$ cat src/rtl/qeciphy_crc_ctrl_pkg.sv
// Shared types and constants for the CRC16 frame controller.
package qeciphy_crc_ctrl_pkg;

  typedef enum logic [2:0] {
    IDLE   = 3'd0,
    INIT   = 3'd1,
    FEED   = 3'd2,
    DRAIN  = 3'd3,
    RESULT = 3'd4
  } crc_ctrl_state_t;

  localparam logic [15:0] CRC16_INIT     = 16'hFFFF;
  localparam int          CRC_ENGINE_LAT = 2;

endpackage

$ cat src/rtl/qeciphy_rr_arb2.sv
// Two-way round-robin arbiter. The pointer remembers the last requester
// served and only moves when the owner signals frame completion.
module qeciphy_rr_arb2 (
  input  logic       clk_i,
  input  logic       rst_n_i,
  input  logic [1:0] req_i,
  input  logic       update_i,
  input  logic       served_i,
  output logic       grant_o
);

  // Last-served pointer; resets to 1 so that req0 wins the first contest.
  logic last_q;

  // Record the requester that just completed a frame.
  always_ff @(posedge clk_i or negedge rst_n_i) begin
    if (!rst_n_i) begin
      last_q <= 1'b1;
    end else if (update_i) begin
      last_q <= served_i;
    end
  end

  // Contested request goes to whoever was not served last.
  always_comb begin
    grant_o = 1'b0;
    if (req_i == 2'b11) begin
      grant_o = ~last_q;
    end else if (req_i[1]) begin
      grant_o = 1'b1;
    end
  end

endmodule

$ cat src/rtl/qeciphy_crc16_frame_ctrl.sv
// Frame-level owner of a shared 64-bit CRC16 engine: grants one requester
// per frame, reseeds the engine, forwards words, waits out the engine
// pipeline and returns the final CRC on a held result channel.
//
// state  | meaning
// IDLE   | waiting for any requester tvalid
// INIT   | one-cycle engine reseed, counters cleared
// FEED   | accepting words from the granted requester
// DRAIN  | waiting for outstanding engine updates to land
// RESULT | result held until consumer is ready
module qeciphy_crc16_frame_ctrl #(
  parameter int MAX_WORDS = 256,
  parameter int CRC_LAT   = 2
) (
  input  logic        clk_i,
  input  logic        rst_n_i,
  input  logic [63:0] req0_tdata_i,
  input  logic        req0_tvalid_i,
  input  logic        req0_tlast_i,
  output logic        req0_tready_o,
  input  logic [63:0] req1_tdata_i,
  input  logic        req1_tvalid_i,
  input  logic        req1_tlast_i,
  output logic        req1_tready_o,
  output logic        eng_init_o,
  output logic [63:0] eng_tdata_o,
  output logic        eng_tvalid_o,
  input  logic [15:0] eng_crc_i,
  input  logic        eng_crc_valid_i,
  output logic [15:0] res_crc_o,
  output logic        res_id_o,
  output logic        res_err_o,
  output logic        res_valid_o,
  input  logic        res_ready_i
);
  import qeciphy_crc_ctrl_pkg::*;

  localparam int              CW      = $clog2(MAX_WORDS + 1);
  localparam logic [CW-1:0]   MAX_CNT = CW'(MAX_WORDS);

  // The drain logic assumes the fixed engine pipeline depth.
  if (CRC_LAT != CRC_ENGINE_LAT) begin : g_lat_check
    $error("qeciphy_crc16_frame_ctrl: CRC_LAT must equal the engine latency");
  end

  crc_ctrl_state_t state_q, state_d;
  logic            grant_q, grant_d;
  logic [CW-1:0]   cnt_q, cnt_d;
  logic [1:0]      out_q, out_d;
  logic            err_q, err_d;
  logic [15:0]     res_crc_q, res_crc_d;
  logic [63:0]     eng_tdata_q, eng_tdata_d;
  logic            eng_tvalid_q, eng_tvalid_d;

  logic            arb_grant;
  logic            sel_tvalid, sel_tlast;
  logic [63:0]     sel_tdata;
  logic            accept, dec;
  logic [CW-1:0]   cnt_inc;

  assign sel_tvalid = grant_q ? req1_tvalid_i : req0_tvalid_i;
  assign sel_tlast  = grant_q ? req1_tlast_i  : req0_tlast_i;
  assign sel_tdata  = grant_q ? req1_tdata_i  : req0_tdata_i;
  assign accept     = (state_q == FEED) && sel_tvalid;
  // Engine updates with nothing outstanding are stray and ignored.
  assign dec        = eng_crc_valid_i && (out_q != 2'd0);
  assign cnt_inc    = cnt_q + CW'(1);

  qeciphy_rr_arb2 u_arb (
    .clk_i    (clk_i),
    .rst_n_i  (rst_n_i),
    .req_i    ({req1_tvalid_i, req0_tvalid_i}),
    .update_i ((state_q == RESULT) && res_ready_i),
    .served_i (grant_q),
    .grant_o  (arb_grant)
  );

  // Next-state, counters, engine word staging and result capture.
  always_comb begin
    state_d      = state_q;
    grant_d      = grant_q;
    cnt_d        = cnt_q;
    err_d        = err_q;
    res_crc_d    = res_crc_q;
    eng_tvalid_d = accept;
    eng_tdata_d  = accept ? sel_tdata : eng_tdata_q;
    case ({accept, dec})
      2'b10:   out_d = out_q + 2'd1;
      2'b01:   out_d = out_q - 2'd1;
      default: out_d = out_q;
    endcase
    case (state_q)
      IDLE: begin
        if (req0_tvalid_i || req1_tvalid_i) begin
          grant_d = arb_grant;
          state_d = INIT;
        end
      end
      INIT: begin
        cnt_d   = '0;
        out_d   = 2'd0;
        err_d   = 1'b0;
        state_d = FEED;
      end
      FEED: begin
        if (accept) begin
          cnt_d = cnt_inc;
          if (sel_tlast || (cnt_inc == MAX_CNT)) begin
            err_d   = ~sel_tlast;
            state_d = DRAIN;
          end
        end
      end
      DRAIN: begin
        if (dec && (out_q == 2'd1)) begin
          res_crc_d = eng_crc_i;
          state_d   = RESULT;
        end
      end
      RESULT: begin
        if (res_ready_i) begin
          state_d = IDLE;
        end
      end
      default: state_d = IDLE;
    endcase
  end

  // State and datapath registers.
  always_ff @(posedge clk_i or negedge rst_n_i) begin
    if (!rst_n_i) begin
      state_q      <= IDLE;
      grant_q      <= 1'b0;
      cnt_q        <= '0;
      out_q        <= 2'd0;
      err_q        <= 1'b0;
      res_crc_q    <= CRC16_INIT;
      eng_tdata_q  <= '0;
      eng_tvalid_q <= 1'b0;
    end else begin
      state_q      <= state_d;
      grant_q      <= grant_d;
      cnt_q        <= cnt_d;
      out_q        <= out_d;
      err_q        <= err_d;
      res_crc_q    <= res_crc_d;
      eng_tdata_q  <= eng_tdata_d;
      eng_tvalid_q <= eng_tvalid_d;
    end
  end

  assign req0_tready_o = (state_q == FEED) && !grant_q;
  assign req1_tready_o = (state_q == FEED) &&  grant_q;
  assign eng_init_o    = (state_q == INIT);
  assign eng_tdata_o   = eng_tdata_q;
  assign eng_tvalid_o  = eng_tvalid_q;
  assign res_crc_o     = res_crc_q;
  assign res_id_o      = grant_q;
  assign res_err_o     = err_q;
  assign res_valid_o   = (state_q == RESULT);

endmodule

$ cat config.mk
export PLATFORM = sky130hd
export DESIGN_NAME = qeciphy_crc16_frame_ctrl
export DESIGN_NICKNAME = d
export VERILOG_FILES = /design/src/rtl/qeciphy_crc_ctrl_pkg.sv /design/src/rtl/qeciphy_rr_arb2.sv /design/src/rtl/qeciphy_crc16_frame_ctrl.sv
export SDC_FILE = /design/constraint.sdc
export NUM_CORES = 1
export LEC_CHECK = 0
export CORE_ASPECT_RATIO = 1.25
export CORE_UTILIZATION = 36
export CTS_CLUSTER_SIZE = 16
export DETAILED_ROUTE_END_ITERATION = 7
export GPL_TIMING_DRIVEN = 1
export HOLD_SLACK_MARGIN = 0.06
export MAX_ROUTING_LAYER = met4
export PLACE_DENSITY = 0.76
export SLEW_MARGIN = 20
export SYNTH_ARGS = -nofsm -noshare
export SYNTH_HDL_FRONTEND = slang
export SYNTH_SLANG_ARGS = --single-unit
$ cat constraint.sdc
create_clock -name clk_i -period 1.95 [get_ports clk_i]
set_input_delay 0.4875 -clock clk_i [delete_from_list [all_inputs] [get_ports clk_i]]
set_output_delay 0.4875 -clock clk_i [all_outputs]
set_load 0.02 [all_outputs]
# Yosys cells after proc, flatten, opt, wreduce, memory -nomap -nowiden
# Cells that the tools add are included.
# classes
bitwise,2
n_eq_ne,14
n_mux,18
add_sub_neg,3
reduce_logical,18
# op_table
op,count
two-way mux 64 bit,1
one-hot mux 9 bit (2 select lines),1
two-way mux 3 bit,5
one-hot mux 3 bit (5 select lines),1
adder 9 x 1 -> 9 bit (second input constant),1
== test 9 bit (second input constant),1
two-way mux 9 bit,1
== test 3 x 2 -> 1 bit (second input constant),2
logical AND 1 bit,6
two-way mux 1 bit,6
inequality test 2 bit (second input constant),3
AND reduction 2 bit,3
AND reduction 5 bit,1
== test 2 x 1 -> 1 bit (second input constant),2
== test 2 bit (second input constant),2
inequality test 2 x 1 -> 1 bit (second input constant),2
one-hot mux 2 bit (2 select lines),1
nonzero test 2 bit,2
== test 3 x 1 -> 1 bit (second input constant),1
== test 3 bit (second input constant),1
logical NOT 3 bit,1
AND reduction 3 bit,1
nonzero test 3 bit,1
adder 2 x 1 -> 2 bit (second input constant),1
6 further kinds,8
# word_totals
in_bits,152
ff_bits,98

# Depth between registers and ports, before layout
# Gate-level depths: netlist of run 1.
# depth
word_depth,6
depth_mapped,9

# Cells and area by module
# From an unflattened synthesis of run 1, not the netlist that was laid out.
# unflattened
hier_cells,439
hier_area_um2,4690.7
# by_module_without_submodules
module,cells_each,area_per_inst_um2,instances
qeciphy_crc16_frame_ctrl,436,4642.0,1
qeciphy_rr_arb2,3,48.8,1

# Worst setup path after synthesis of run 1
# No wires, ideal clock.
# synth_path
kind,reg2out
startpoint,"register grant_q, in the netlist res_id_o"
endpoint,output req1_tready_o
arrival_ns,1.698
path_stages_with_launch,5
required_ns,1.462
path_buffers,3
slack_ns,-0.235
cell_sequence,dfrtp_1 clkbuf_1 buf_2 buf_1 and3_1
# synth_between
elab_chain_len,1
# synth_lines
element,line_no,rtl
"start, declared",qeciphy_crc16_frame_ctrl.sv:47,"logic grant_q, grant_d;"
"start signal, assigned",qeciphy_crc16_frame_ctrl.sv:142,grant_q <= grant_d;
logical AND 1 bit,qeciphy_crc16_frame_ctrl.sv:153,assign req1_tready_o = (state_q == FEED) && grant_q;
"end, declared",qeciphy_crc16_frame_ctrl.sv:24,"output logic req1_tready_o,"
# No other way between the ends.

# Final worst setup path of run 1
# layout_path
startpoint,register state_q[2]
endpoint,output req0_tready_o
# layout_between
elab_chain_len,2
# layout_lines
element,line_no,rtl
"start, declared",qeciphy_crc16_frame_ctrl.sv:46,"crc_ctrl_state_t state_q, state_d;"
"start signal, assigned",qeciphy_crc16_frame_ctrl.sv:141,state_q <= state_d;
== test 3 x 2 -> 1 bit,qeciphy_crc16_frame_ctrl.sv:152,assign req0_tready_o = (state_q == FEED) && !grant_q;
logical AND 1 bit,qeciphy_crc16_frame_ctrl.sv:152,
"end, declared",qeciphy_crc16_frame_ctrl.sv:20,"output logic req0_tready_o,"
# No other way between the ends.

==> results of run 1 <==
[metal layers]
layer  up-vias  wire (µm)
met1      1925       4770
li1       2005          -
met4         0        173
met2       130       6880
met5         -          0
met3        15        546
[critical path, stage by stage (launching register included)]
cell	delay (ns)
dfrtp_1	0.37
or3b_4	0.40
nor2_1	0.08
buf_2	0.16
[cell usage after synthesis]
cell type / n / area share
buf_6: 4 / 0.0097
nor2_2: 1 / 0.0014
a211oi_1: 1 / 0.0016
xnor2_1: 5 / 0.0095
dfrtp_1: 81 / 0.44
nor2_1: 12 / 0.0097
inv_1: 7 / 0.0057
maj3_2: 2 / 0.0049
a21oi_1: 5 / 0.0054
o31ai_1: 2 / 0.0032
mux2i_1: 65 / 0.14
buf_4: 1 / 0.0016
nand2_1: 77 / 0.062
nand3_1: 6 / 0.0065
clkbuf_1: 21 / 0.017
o21ai_0: 63 / 0.068
a32o_1: 1 / 0.0022
a22oi_1: 1 / 0.0016
inv_4: 1 / 0.0014
or3b_4: 1 / 0.0024
buf_1: 1 / 0.00081
o21ai_1: 19 / 0.021
nor3_1: 4 / 0.0043
o211ai_1: 1 / 0.0016
xor2_1: 2 / 0.0038
or3_1: 1 / 0.0014
dfstp_2: 17 / 0.096
nand4_1: 3 / 0.0041
and3_1: 2 / 0.0027
a31oi_1: 2 / 0.0027
mux2_2: 17 / 0.041
ha_1: 4 / 0.011
buf_2: 4 / 0.0043
nor2b_1: 3 / 0.0041
or2_1: 1 / 0.0014
and2_1: 1 / 0.0014
o22ai_1: 1 / 0.0014
nand3b_1: 3 / 0.0049
[power by group]
part           switching [mW]  leakage (nW)  total (mW)  internal [mW]
Clock                   0.769         0.153        1.80           1.03
Combinational            3.22          1.98        6.14           2.92
Sequential              0.556          1.19        3.65           3.09
Total                    4.55          3.32        11.6           7.04
[placed cells by master, fill, tap and decap left out, types with 5 or more instances in the layout]
master | Yosys | routed
a21oi_1 | 5 | 5
o21ai_1 | 19 | 19
buf_4 | 1 | 19
clkdlybuf4s50_1 | 0 | 216
o21ai_0 | 63 | 63
nor2_1 | 12 | 10
mux2_2 | 17 | 17
nand2_1 | 77 | 77
clkbuf_16 | 0 | 11
xnor2_1 | 5 | 5
mux2i_1 | 65 | 65
dfrtp_1 | 81 | 80
inv_1 | 7 | 7
nand3_1 | 6 | 6
dfstp_2 | 17 | 17
dlygate4sd2_1 | 0 | 17
[repair_timing]
item	4_1_cts	5_1_grt
setup buffers	0	0
setup endpoints to repair	21	3
hold buffers	0	0
pin swaps	0	0
resized for setup	29	4
[through the flow]
step / util / setup TNS (ns) / instances / hold slack, ns / power, mW
after floorplan: - / 0 / 443 / 0.192 / 7.18
after global placement: 0.591 / -0.280 / 836 / 0.460 / 9.86
after detailed placement: 0.591 / -0.907 / 836 / 0.471 / 10.0
after CTS: 0.615 / 0 / 852 / 0.226 / 11.7
after global routing: 0.614 / 0 / 852 / 0.243 / 12.4
final: 0.614 / 0 / 852 / 0.195 / 11.6
[sequential cells by signal (all words and copies together), names as in the netlist]
| name | flops |
|---|---|
| eng_tdata_o | 64 |
| res_crc_o | 16 |
| cnt_q | 9 |
| state_q | 3 |
| out_q | 2 |
| eng_tvalid_o | 1 |
| res_err_o | 1 |
| res_id_o | 1 |
| u_arb.last_q | 1 |
[worst max-delay path by stage]
stage	slack [ns]	cells after the start	to
floorplan	0.01	4	req1_tready_o
global placement	-0.07	6	out_q[1]
detailed placement	-0.1	8	cnt_q[8]
CTS	0.004	4	req1_tready_o
global route	0.04	3	req0_tready_o
finish	0.11	3	req0_tready_o
[cell type report]
class                           instances  share of cell area
Multi-Input combinational cell        306               0.262
Sequential cell                        98               0.327
Tap cell                              164              0.0271
Timing Repair Buffer                  260               0.337
Inverter                                8             0.00430
Clock buffer                           11              0.0364
Clock inverter                          5             0.00562
[logic make-up after synthesis]
| kind of cell | Yosys count | share of synthesized area |
|---|---|---|
| and+or+nand+nor | 115 | 0.106 |
| DFF | 98 | 0.534 |
| AOI/OAI and AO/OA | 96 | 0.108 |
| muxes | 82 | 0.182 |
| buffers and inverters | 39 | 0.0405 |
| xor gates and xnor gates | 7 | 0.0132 |
| adders and majority gates | 6 | 0.0157 |
==> results_dict.tcl, run 1 <==
set metrics [dict create \
    clockRootBuffer "clkbuf_16" \
    fin_nets 839 \
    final_area_mm2 0.00757 \
    ff_latch_area_mm2 0.00248 \
    vias 4075 \
    dieArea_mm2 0.0133 \
    fmax_mhz 544 \
    crit_start "state_q[2]" \
    slew_headroom 0.648 \
    n_antenna_cell 0 \
    first_pass_iters 4 \
    worst_slack_ns 0.113 \
    syn_area_mm2 0.00463 \
    fin_crit_sh 0.942 \
    dieHeight_um 129 \
    path_class "reg2out" \
    maxCapViolCount 0 \
    ys_types 38 \
    outcome "completed" \
    clock_path_buffers 2 \
    rr_endpoint "cnt_q[8]" \
    first_iter_violations 137 \
    grt_overflow_total 0 \
    totalWireLength_um 12400 \
    dp_slack_ns -0.0994 \
    rows 45 \
    drv_slew 0 \
    r2r_setup_slack_ns 0.14 \
    crit_required_ns 1.46 \
    worst_hold_path_type "in2async" \
    cts.sinks 98 \
    fin_crit_ns 1.84 \
    peakVddDrop_mv 0.654 \
    grt_util_met2 0.352 \
    start_util 0.376 \
    netlist_instances 443 \
    clk_latency_ns 0.33 \
    hold_viol 0 \
    routedWlPerCell_um 14.5 \
    ant_nets 0 \
    powerDensity_mw_per_mm2 1530 \
    cts_tree "yes" \
    grt-busiest-layer "met2" \
    core-area_mm2 0.0123 \
    dpl.hpwl_um 9510 \
    grtUsageTotal 0.196 \
    syn_nets 599 \
    fill_cells 1034 \
    met1_usage 0.215 \
    fin_worst_skew_ns 0.00477 \
    synth_area_per_cell_um2 10.5 \
    setup_viol 0 \
    rsz0062_at_grt "false" \
    clkTransAtPathRegs_ns 0.07 \
    yosysSeqAreaShare 0.534 \
    path_max_fanout 2 \
    grt_first_pass_wirelength_um 19700 \
    cp-start-kind "register" \
    drc_errors 0 \
    worstRegToRegCells 8 \
    yosys_register_bits 98 \
    port_buffers 238 \
    multi_input_area_mm2 0.00198 \
    crit_arrival_ns 1.35 \
    grt_max_degree 99 \
    antenna_found_initial 0 \
    place_congestion 0.835 \
    r2r-start "state_q[2]" \
    ioPinCount 239 \
    cts_max_level 3 \
    worst_pin_slew_ns 0.528 \
    synthToLayoutAreaGrowth_pct 63.4 \
    end_kind "output port" \
    drive_gt1_frac 0.126 \
    postPlaceCellArea_mm2 0.00729 \
    synth_warnings 0 \
    dieWidth_um 103 \
    viasPerCell 4.78 \
    first_global_vias 4150 \
    numCtsBuffers 9 \
    use_met3 0.0407 \
    p_leak_nw 3.32 \
]
Note: power is estimated with default switching activity, not from simulation.
==> run 2: changes to the inputs <==
--- a/config.mk
+++ b/config.mk
@@ -6,13 +6,13 @@
 export NUM_CORES = 1
 export LEC_CHECK = 0
 export CORE_ASPECT_RATIO = 1.25
-export CORE_UTILIZATION = 36
+export CORE_UTILIZATION = 40
 export CTS_CLUSTER_SIZE = 16
 export DETAILED_ROUTE_END_ITERATION = 7
 export GPL_TIMING_DRIVEN = 1
 export HOLD_SLACK_MARGIN = 0.06
 export MAX_ROUTING_LAYER = met4
-export PLACE_DENSITY = 0.76
+export PLACE_DENSITY = 0.8
 export SLEW_MARGIN = 20
 export SYNTH_ARGS = -nofsm -noshare
 export SYNTH_HDL_FRONTEND = slang
==> constraint.sdc (replaced) <==
create_clock -name clk_i -period 2 [get_ports clk_i]
set_input_delay 0.5 -clock clk_i [delete_from_list [all_inputs] [get_ports clk_i]]
set_output_delay 0.5 -clock clk_i [all_outputs]
set_load 0.02 [all_outputs]
==> run 2 against run 1 <==
  * The run now ends with DRC left
  * First-iteration DRC count rose by 9.5%
  * Cell area decreased by 0.48%
  * Via count grew 1.3%
==> results_dict.tcl, run 2 (synthesized netlist as in run 1, its figures left out) <==
set metrics [dict create \
    grt_first_pass_wirelength_um 20000 \
    grtUsageTotal 0.219 \
    setup_viol 0 \
    dp_slack_ns -0.113 \
    worstHoldStart "eng_tdata_o[62]" \
    peakVddDrop_mv 0.628 \
    fmax_mhz 509 \
    first_iter_violations 150 \
    worst_hold_path_type "reg2reg" \
    crit_chain "clkdlybuf4s50_1" \
    cp-start-kind "register" \
    clk_latency_ns 0.33 \
    dp_cells 808 \
    first_global_vias 4258 \
    worst_pin_slew_ns 0.561 \
    crit_required_ns 1.50 \
    place_congestion 0.872 \
    n_antenna_cell 0 \
    fin_crit_sh 0.983 \
    antenna_found_initial 0 \
    maxCapViolCount 0 \
    cts_tree "yes" \
    final_area_mm2 0.00753 \
    viasPerCell 5.00 \
    hold_viol 0 \
    core-area_mm2 0.0112 \
    violations "DRC" \
    drive_gt1_frac 0.123 \
    rr_endpoint "cnt_q[8]" \
    final_common_cell "clkdlybuf4s50_1" \
    synthToLayoutAreaGrowth_pct 62.6 \
    postPlaceCellArea_mm2 0.00726 \
    path_max_fanout 2 \
    clkTransAtPathRegs_ns 0.07 \
    p_leak_nw 3.32 \
    crit_start "res_crc_o[8]" \
    slew_headroom 0.626 \
    worst_slack_ns 0.0350 \
    cts_max_level 3 \
    start_util 0.414 \
    drc_errors 9 \
    end_kind "output port" \
    dieArea_mm2 0.0120 \
    ioPinCount 239 \
    vias 4127 \
    crit_arrival_ns 1.47 \
    numCtsBuffers 9 \
    fin_tns_setup_ns 0 \
    path_class "reg2out" \
    worst_path_largest_cell_delay_ns 0.60 \
    fin_nets 842 \
    powerDensity_mw_per_mm2 1500 \
    dpl.hpwl_um 9890 \
    clock_path_buffers 2 \
    fin_crit_ns 1.97 \
    r2r_setup_slack_ns 0.15 \
    critPathSlowestCell "clkdlybuf4s50_1" \
    ant_nets 0 \
    final_cell_mix "clkdlybuf4s50_1 (229), dfrtp_1 (80), nand2_1 (77), mux2i_1 (65), o21ai_0 (63)" \
    first_pass_iters 8 \
    worst-path-buf-inv 1 \
    layout.cells.non_filler 826 \
    cts.sinks 98 \
    fin_worst_skew_ns 0.00523 \
    grt_max_degree 61 \
    worstRegToRegCells 8 \
    drv_slew 0 \
    rsz0062_at_grt "false" \
    path_depth 1 \
    outcome "complete, but fails checks" \
    port_buffers 238 \
    crit_family "buffers and inverters" \
    totalWireLength_um 12600 \
    dieWidth_um 98.3 \
    crit_end "res_crc_o[8]" \
    power_mw 11.3 \
    routedWlPerCell_um 15.2 \
    rows 43 \
    clockRootBuffer "clkbuf_16" \
    dieHeight_um 122 \
    r2r-start "state_q[2]" \
    largest_reg_flops 64 \
    grt_overflow_total 0 \
]
run 2: per-stage QoR:
| step | hold slack [ns] | util |
|---|---|---|
| after floorplan | 0.204 | - |
| after global placement | 0.317 | 0.648 |
| after detailed placement | 0.319 | 0.648 |
| after CTS | 0.484 | 0.673 |
| after global routing | 0.516 | 0.673 |
| final | 0.479 | 0.673 |
run 2: how the worst min path moves through the flow:
stage / slack (ns) / endpoint / cells past startpoint
after floorplan: 0.20 / cnt_q[0] / 0
after global placement: 0.32 / eng_tdata_o[22] / 1
after detailed placement: 0.32 / eng_tdata_o[22] / 1
after CTS: 0.48 / eng_tdata_o[13] / 2
after global routing: 0.52 / eng_tdata_o[22] / 2
final: 0.48 / eng_tdata_o[62] / 2
run 2: cell type report:
type	instances	area (µm²)
fill	908	3660
timing repair buffer	263	2610
sequential	98	2480
multi-input combinational	306	1980
clock buffer	12	246
tap	135	169
inverter	8	32.5
clock inverter	4	23.8
run 2: timing repair:
| item | in CTS | in global routing |
|---|---|---|
| hold endpoints to repair | 2 | 0 |
| buffers inserted | 0 | 1 |
| gates cloned | 0 | 0 |
| setup endpoints to repair | 5 | 7 |
| hold buffers | 1 | 0 |
| resized for setup | 12 | 7 |
run 2: power breakdown:
group	internal (mW)	leakage, nW	switching, mW
combinational	2.97	1.99	3.17
clock	0.879	0.138	0.718
sequential	3.02	1.19	0.540
total	6.86	3.32	4.42
run 2: routing by layer:
metal / track usage / share of wire / wire length [µm]
met5: - / 0 / 0
met1: 0.234 / 0.37 / 4670
met3: 0.0427 / 0.060 / 755
met4: 0.0709 / 0.015 / 193
met2: 0.407 / 0.55 / 6960
==> run 3: changes to the inputs <==
--- a/config.mk
+++ b/config.mk
@@ -12,7 +12,7 @@
 export GPL_TIMING_DRIVEN = 1
 export HOLD_SLACK_MARGIN = 0.06
 export MAX_ROUTING_LAYER = met4
-export PLACE_DENSITY = 0.8
+export PLACE_DENSITY = 0.88
 export SLEW_MARGIN = 20
 export SYNTH_ARGS = -nofsm -noshare
 export SYNTH_HDL_FRONTEND = slang
==> run 3 against run 2 <==
  * The flow still finishes with violations (DRC)
  * Register-to-register slack is essentially flat
  * Highest routed layer unchanged
  * Critical endpoint is now res_crc_o[6]
  * Maximum frequency is essentially flat
  * Flip-flop and latch count is the same
  * Non-clock buffer count shrank 1
  * Utilization grew 0.28 points
  * Combinational power grew 1%
  * Count of clock-buffer cells in the layout shrank 1
==> results_dict.tcl, run 3 (synthesized netlist as in run 1, its figures left out) <==
set metrics [dict create \
    outcome "complete, but fails checks" \
    violations "DRC" \
    clockRootBuffer "clkbuf_16" \
    path_max_fanout 2 \
    p_leak_nw 3.38 \
    peakVddDrop_mv 0.783 \
    ant_nets 0 \
    fin_crit_sh 0.983 \
    dieHeight_um 122 \
    fin_nets 841 \
    rows 43 \
    numCtsBuffers 9 \
    first_iter_violations 146 \
    final_cell_mix "clkdlybuf4s50_1 (222), dfrtp_1 (80), nand2_1 (77), mux2i_1 (65), o21ai_0 (63)" \
    layout.cells.non_filler 825 \
    grt_overflow_total 0 \
    cts.sinks 98 \
    place_congestion 0.853 \
    cts_max_level 3 \
    antenna_found_initial 0 \
    cp-start-kind "register" \
    hold_viol 0 \
    ff_latch_area_mm2 0.00248 \
    dp_slack_ns -0.131 \
    path_class "reg2out" \
    totalWireLength_um 12900 \
    critPathSlowestCell "clkdlybuf4s50_1" \
    crit_family "buffers and inverters" \
    n_antenna_cell 0 \
    dieArea_mm2 0.0120 \
    rsz0062_at_grt "false" \
    fin_crit_ns 1.97 \
    setup_viol 0 \
    worst_pin_slew_ns 0.576 \
    first_global_vias 4356 \
    cts_setup_buffers 0 \
    worst_slack_ns 0.0347 \
    maxCapViolCount 0 \
    grt_max_degree 99 \
    drv_slew 0 \
    slew_headroom 0.616 \
    fmax_mhz 509 \
    ioPinCount 239 \
    first_pass_iters 6 \
    worst_hold_path_type "in2async" \
    end_kind "output port" \
    crit_chain "clkdlybuf4s50_1" \
    core-area_mm2 0.0112 \
    crit_required_ns 1.50 \
    multi_input_area_mm2 0.00198 \
    viasPerCell 5.08 \
    fin_worst_skew_ns 0.00459 \
    powerDensity_mw_per_mm2 1510 \
    clk_latency_ns 0.33 \
    grt_first_pass_wirelength_um 20500 \
    dpl.hpwl_um 9890 \
    clkTransAtPathRegs_ns 0.07 \
    port_buffers 238 \
    fill_cells 849 \
    routedWlPerCell_um 15.6 \
    largest_reg_flops 64 \
    dp_cells 809 \
    worst-path-buf-inv 1 \
    clock_path_buffers 2 \
    r2r-start "state_q[2]" \
    crit_start "res_crc_o[6]" \
    synthToLayoutAreaGrowth_pct 63.3 \
    final_common_cell "clkdlybuf4s50_1" \
    start_util 0.414 \
    vias 4195 \
    worst_path_largest_cell_delay_ns 0.60 \
    crit_arrival_ns 1.47 \
    dieWidth_um 98.3 \
    grtUsageTotal 0.221 \
    drc_errors 9 \
    cts_tree "yes" \
    drive_gt1_frac 0.125 \
]
run 3: changes by cell type in the layout (fill, tap and decap cells not counted), moves of 2 or more:
cell | before | now
clkinv_4 | 0 | 2
dlygate4sd2_1 | 1 | 3
dlymetal6s2s_1 | 3 | 8
clkdlybuf4s50_1 | 229 | 222
run 3: what timing repair did:
action                                  CTS  global route
hold buffers                              0             0
endpoints found under the setup margin    7            12
gates resized for setup                  13            12
hold endpoints to repair                  0             0
run 3: metrics by stage:
stage / util / setup TNS [ns] / cell area, µm² / hold slack, ns / total power, mW
floorplan: - / -0.0212 / 4640 / 0.204 / 6.99
global placement: 0.650 / -0.187 / 7280 / 0.463 / 9.63
detailed placement: 0.650 / -2.50 / 7280 / 0.470 / 9.89
CTS: 0.676 / 0 / 7560 / 0.237 / 11.6
global route: 0.676 / 0 / 7560 / 0.263 / 12.1
finish: 0.676 / 0 / 7560 / 0.206 / 11.4
run 3: cell type report:
cell class              instances  area share
clock buffers                  11      0.0336
clock inverters                 5     0.00463
inverters                       8     0.00430
multi-input cells             306       0.261
flip-flops and latches         98       0.328
well taps                     135      0.0223
repair buffers                262       0.346
run 3: path summary, 6_finish.rpt:
check                      slack [ns]               to  cells past startpoint
min reg2reg                      0.48  eng_tdata_o[58]                      2
min                              0.21         cnt_q[5]                      2
max                              0.03     res_crc_o[6]                      1
max in group asynchronous        1.36         res_id_o                      2
min in group clk_i               0.48  eng_tdata_o[58]                      2
max reg2reg                      0.15  eng_tdata_o[25]                      6
run 3: metal layers:
layer	up-vias	GRT usage	share of wire
met5	-	-	0
met4	0	0.0756	0.020
met3	23	0.0370	0.046
met2	151	0.413	0.56
met1	2018	0.236	0.37
li1	2003	-	-
run 3: report_power, final:
| group | switching (mW) | internal [mW] |
|---|---|---|
| sequential | 0.549 | 3.02 |
| combinational | 3.22 | 2.99 |
| clock | 0.740 | 0.924 |
| total | 4.51 | 6.93 |
